--- src/rtl/switch_box_cfg_loader_if.sv ---
// Valid/ready word stream carrying switch-box configuration words, word 0 first.
interface switch_box_cfg_loader_if #(
    parameter int unsigned DW = 8
);
    logic          cfg_valid;
    logic [DW-1:0] cfg_data;
    logic          cfg_ready;

    modport master (output cfg_valid, output cfg_data, input cfg_ready);
    modport slave  (input cfg_valid, input cfg_data, output cfg_ready);
endinterface

--- src/rtl/switch_box_cfg_loader.sv ---
// Streams a route-select vector into a shadow register, rejects illegal 2-bit selects,
// and commits legal vectors to the active config in a single cycle.
module switch_box_cfg_loader #(
    parameter int unsigned W  = 8,
    parameter int unsigned DW = 8
) (
    input  logic                    clk,
    input  logic                    rst_n,
    input  logic                    start,
    input  logic                    abort,
    switch_box_cfg_loader_if.slave  cfg,
    output logic                    busy,
    output logic                    done,
    output logic                    err,
    output logic [W*8-1:0]          c
);
    localparam int unsigned CW   = W * 8;
    localparam int unsigned NW   = CW / DW;
    localparam int unsigned NF   = CW / 2;
    localparam int unsigned CntW = $clog2(NW + 1);

    typedef enum logic [1:0] {StIdle, StLoad, StCheck} state_e;

    state_e          state_q, state_d;
    logic [CntW-1:0] cnt_q, cnt_d;
    logic [CW-1:0]   shadow_q, shadow_d;
    logic [CW-1:0]   c_d;
    logic            done_d, err_d;
    logic            illegal;

    // Select value 3 has no meaning in the switch-box encoding.
    always_comb begin
        illegal = 1'b0;
        for (int unsigned k = 0; k < NF; k++) begin
            if (shadow_q[2*k +: 2] == 2'b11) illegal = 1'b1;
        end
    end

    always_comb begin
        state_d  = state_q;
        cnt_d    = cnt_q;
        shadow_d = shadow_q;
        c_d      = c;
        done_d   = 1'b0;
        err_d    = 1'b0;
        unique case (state_q)
            StIdle: begin
                if (start) begin
                    state_d = StLoad;
                    cnt_d   = '0;
                end
            end
            StLoad: begin
                if (abort) begin
                    state_d = StIdle;
                    cnt_d   = '0;
                end else if (cfg.cfg_valid) begin
                    for (int unsigned i = 0; i < NW; i++) begin
                        if (cnt_q == CntW'(i)) shadow_d[i*DW +: DW] = cfg.cfg_data;
                    end
                    cnt_d = cnt_q + CntW'(1);
                    if (cnt_q == CntW'(NW - 1)) state_d = StCheck;
                end
            end
            StCheck: begin
                state_d = StIdle;
                cnt_d   = '0;
                if (!abort) begin
                    if (illegal) begin
                        err_d = 1'b1;
                    end else begin
                        c_d    = shadow_q;
                        done_d = 1'b1;
                    end
                end
            end
            default: begin
                state_d = StIdle;
                cnt_d   = '0;
            end
        endcase
    end

    always_ff @(posedge clk or negedge rst_n) begin
        if (!rst_n) begin
            state_q  <= StIdle;
            cnt_q    <= '0;
            shadow_q <= '0;
            c        <= '0;
            done     <= 1'b0;
            err      <= 1'b0;
        end else begin
            state_q  <= state_d;
            cnt_q    <= cnt_d;
            shadow_q <= shadow_d;
            c        <= c_d;
            done     <= done_d;
            err      <= err_d;
        end
    end

    assign cfg.cfg_ready = (state_q == StLoad);
    assign busy          = (state_q != StIdle);

endmodule

--- src/flat_wrapper.sv ---
// flat-port wrapper written by rule: the top's interface ports become plain ports
module switch_box_cfg_loader_flat 
#(
    parameter int unsigned W  = 8,
    parameter int unsigned DW = 8
)
  (clk, rst_n, start, abort, busy, done, err, c, cfg_cfg_valid, cfg_cfg_data, cfg_cfg_ready);
  switch_box_cfg_loader_if #(.DW(DW)) cfg_i ();
  input  logic clk;
  input  logic rst_n;
  input  logic start;
  input  logic abort;
  output logic busy;
  output logic done;
  output logic err;
  output logic [W*8-1:0] c;
  input wire logic [$bits(cfg_i.cfg_valid)-1:0] cfg_cfg_valid;
  input wire logic [$bits(cfg_i.cfg_data)-1:0] cfg_cfg_data;
  output wire logic [$bits(cfg_i.cfg_ready)-1:0] cfg_cfg_ready;
  assign cfg_i.cfg_valid = cfg_cfg_valid;
  assign cfg_i.cfg_data = cfg_cfg_data;
  assign cfg_cfg_ready = cfg_i.cfg_ready;
  switch_box_cfg_loader #(.W(W), .DW(DW)) u_core (.clk(clk), .rst_n(rst_n), .start(start), .abort(abort), .cfg(cfg_i), .busy(busy), .done(done), .err(err), .c(c));
endmodule
--- config.mk ---
export PLATFORM = sky130hd
export DESIGN_NAME = switch_box_cfg_loader_flat
export DESIGN_NICKNAME = d
export VERILOG_FILES = /design/src/rtl/switch_box_cfg_loader_if.sv /design/src/rtl/switch_box_cfg_loader.sv /design/src/flat_wrapper.sv
export SDC_FILE = /design/constraint.sdc
export NUM_CORES = 1
export LEC_CHECK = 0
export ABC_AREA = 1
export CORE_UTILIZATION = 45
export DETAILED_ROUTE_END_ITERATION = 10
export GPL_ROUTABILITY_DRIVEN = 0
export GPL_TIMING_DRIVEN = 1
export PLACE_DENSITY_LB_ADDON = 0.25
export REMOVE_ABC_BUFFERS = 1
export SYNTH_ARGS = -nofsm -noshare
export SYNTH_HDL_FRONTEND = slang
export SYNTH_SLANG_ARGS = --single-unit
--- constraint.sdc ---
create_clock -name clk -period 1.8 [get_ports clk]
set_input_delay 0.18 -clock clk [delete_from_list [all_inputs] [get_ports clk]]
set_output_delay 0.18 -clock clk [all_outputs]
set_load 0.05 [all_outputs]
==> results.md <==
- After synthesis the cells add up to between 5000 and 6000 um2.
- The run finished with clean final reports.
- Of the total power, registers draw 34.9%.
- The endpoint kind of the worst setup timing path is an output port.
- The CTS tree is done.
- For the pin with the worst max-slew slack, the measured transition is between 0.5 and 0.6 ns.
- The number of antenna violations at the first check in global routing came to 0.
- The number of storage elements in the synthesis netlist is about 140.
- The ratio of total power to cell area is about 1700 nW/um2.
- Setup repair after global routing left no endpoint under its margin.
- The required time of the worst setup path is between 1.5 and 2 ns.
- In the final design database the tool counted 709 nets.
- For this block, the initial DRC count from the detailed router was approximately 300.
- The total of fill cells in the finished design is approximately 1000.
- Once detailed placement completed, the half-perimeter wirelength came to around 8500 um.
- After detailed routing, the number of remaining DRC violations is 0.
- The per-cell via count in the routed design is between 5 and 6.
- The number of antenna diodes is 0.
- The min-delay analysis places its worst path in the category input port to asynchronous set/reset pin.
- The cell internal power dissipation is ~7.4 mW.
- Setup violations remaining at the end of the flow were counted as 0.
- The wire length per cell is 14.9 um.
- The post-synthesis instance total is roughly 610.
- The clock transition time at the flip-flop clock pins of the worst setup and hold paths is 0.06 ns.
- The worst path buffer plus inverter count is 1.
- In the layout the commonest cells are nand2_1 (246), dfrtp_1 (136), nand4_1 (68).
- The Yosys step of the flow raised 0 warnings.
- The element type at the critical path start is a flip-flop.
- The signal on the critical path passes through clkdlybuf4s50_1.
- The data arrival time at the worst-slack endpoint is about 1.6 ns.
- The max-cap check violation count is 0.
- The count of input and output buffers is 80.
- Leaving out filler cells and counting taps, the final layout contains 872.
- The first-pass GRT wire length is 21600 um.
- The die width is between 100 and 150 um.
- For this design the static power due to leakage is between 3 and 4 nW.
- The critical path's largest stage delay is slightly above 0.8 ns.
- TritonCTS created 17 clock buffers.
- Along the worst path, the maximum fanout reaches 2.
- The initial utilization of the core area, before any placement, comes to 46.2%.
- For this run, the top clock speed supported by timing is 567 MHz.
- The number of placed cells counting well taps is 840.
- The count of nets left with antenna violations once routing finished came out at 0.
- The number of hold violations in the final report was 0.
- For this design the total switching power over the nets is about 5.0 mW.
- The sum of routed wire length over all layers is approximately 13000 um.
- The floorplan step defined a core boundary enclosing 12100 um2.
- The buffer levels on the longest clock path is 2.
- Among cell families on the critical path, the largest total delay comes from buffers and inverters.
- The clock arrives with 0.00663 ns of skew.
- The number of H-tree levels is 4.
- Entering global routing, the biggest net connects 47 pins.
- The synthesis-to-layout area growth is 29.7%.
- The final route contains between 4000 and 5000 vias.
- In this run the mean area of a mapped cell was about 9.1 um2.
- The post-placement worst setup slack is -0.0133 ns.
- After floorplanning, the core was divided into 40 placement rows.
- Clock latency on the worst-skew pair, taken at its later pin, is roughly 0.4 ns.
- The floorplan step defined a die boundary enclosing ~13000 um2.
- For this run, the detailed router's first-pass iteration total came to 5.
- Leaving out fill and tap cells, the most frequent cell in the layout is nand2_1.
- The shortest clock period the worst path allows after layout is 1.76 ns.
- The type of the setup path with the least slack is flip-flop to output port.
- The proportion of power drawn by combinational gates is 37.6%.
- The via count of the first global-routing pass was about 4400.
- The share of post-route cells with drive strength above 1 is 8.95%.
- The post-route worst setup slack is about 0.036 ns.
- The overall power after layout is 12.4 mW.
- Sequential cells were found to cover 61.1% of the synthesized design area.
- For this run the aggregate overflow at the end of global routing stands at 0.
- Across every metal layer, demand over resource in global routing totals between 20% and 30%.
- The max-slew violation count is 0.
- Measured against its own limit, the worst slew margin works out to between 60 and 70%.
- The proportion of power drawn by the clock network is between 20% and 30%.
- For this design the top-level I/O count stands at slightly above 80.
- The standard cell with the maximum stage delay on the critical path is clkdlybuf4s50_1.
- The switching portion of total power is 40.5%.
- After synthesis, the netlist uses 19 different library cells.
- IR analysis of the VDD net gives a maximum drop of between 1 and 1.5 mV.
- The clock net sink count is 136.
- The share of the clock period used by the worst path after layout is a little over nine tenths.
- The root cell of the clock tree is clkbuf_16.
- The floorplan step set the die height to between 100 and 150 um.
[power by group through the flow]
stage	clock, mW	combinational (mW)	sequential [mW]
finish	3.40	4.65	4.31
global route	3.59	5.04	4.41
CTS	3.45	4.67	4.31
detailed placement	0	4.65	4.35
global placement	0	4.57	4.32
floorplan	0	1.37	5.11
[routing by layer]
layer,part of all wire (%),global-route usage (%),up-vias
met5,0,0,-
met3,4.3,4.66,17
met4,1.6,6.75,0
li1,-,-,2194
met2,48,35.7,111
met1,46,29.3,2194
[through the flow]
| stage | hold WS [ns] | util, % | instance area (um2) | setup TNS (ns) |
|---|---|---|---|---|
| floorplan | -0.116 | - | 5400 | -289.56 |
| global placement | 0.176 | 54.8 | 6610 | 0 |
| detailed placement | 0.182 | 54.8 | 6610 | -0.0133 |
| CTS | 0.291 | 59.6 | 7190 | 0 |
| finish | 0.291 | 59.9 | 7230 | 0 |
| global route | 0.328 | 59.9 | 7230 | 0 |
[final timing paths]
path                                startpoint              end  slack, ns  cells past startpoint
setup / recovery                  u_core.c[50]            c[50]       0.04                      1
hold / removal                           rst_n      u_core.c[6]       0.29                      2
setup reg to reg           u_core.shadow_q[53]     u_core.c[20]       0.18                      9
hold reg to reg                   u_core.c[29]     u_core.c[29]       0.47                      2
max in group asynchronous                rst_n     u_core.c[26]       0.86                      3
min in group clk                 cfg_cfg_valid  u_core.cnt_q[2]       0.43                      3
[layout make-up]
cell class,count,area [um2],share of cell area (%)
tap,168,210,2.91
clock inverter,8,95.1,1.32
timing repair buffer,98,1010,13.9
inverter,19,71.3,0.987
multi-input combinational,420,1950,27.0
clock buffer,23,488,6.75
sequential,136,3400,47.1
[registers in the layout (all words and copies together), names as in the netlist]
signal           flops
u_core.done          1
u_core.err           1
u_core.cnt_q         4
u_core.shadow_q     64
u_core.state_q       2
u_core.c            64
[cells by family (layout without fill, tap and decap cells)]
| family | after synthesis | count (layout) | share of synthesized area, % |
|---|---|---|---|
| flip-flops | 136 | 136 | 61.1 |
| AO/OA/AOI/OAI | 75 | 75 | 6.78 |
| AND/OR/NAND/NOR | 341 | 341 | 26.9 |
| buffers and inverters | 55 | 148 | 4.36 |
| adder cells (fa/ha/maj) | 4 | 4 | 0.898 |
[cells in the mapped netlist]
master    count  share of area, %
nor2_1       13              0.88
nand2_2       1              0.11
nand3_1       6              0.54
or2_4         1              0.16
ha_1          4              0.90
o21ai_1      50               4.5
nor3_4        1              0.29
nand2_1     246                17
nand4_1      68               7.6
a21boi_0      1              0.13
nand3_2       3              0.54
buf_2        29               2.6
inv_1        16               1.1
o21ai_0      20               1.8
nor3_1        2              0.18
inv_2         3              0.20
a21oi_1       4              0.36
clkbuf_1      7              0.47
dfrtp_1     136                61
[repair_timing]
item | 4_1_cts | 5_1_grt
cloned | 0 | 0
resized for setup | 3 | 12
setup endpoints to repair | 3 | 21
hold buffers | 1 | 0
pin swaps | 0 | 0
endpoints found under the hold margin | 33 | 0
buffers inserted | 0 | 0
No activity file was read; power rests on OpenSTA's default activity.
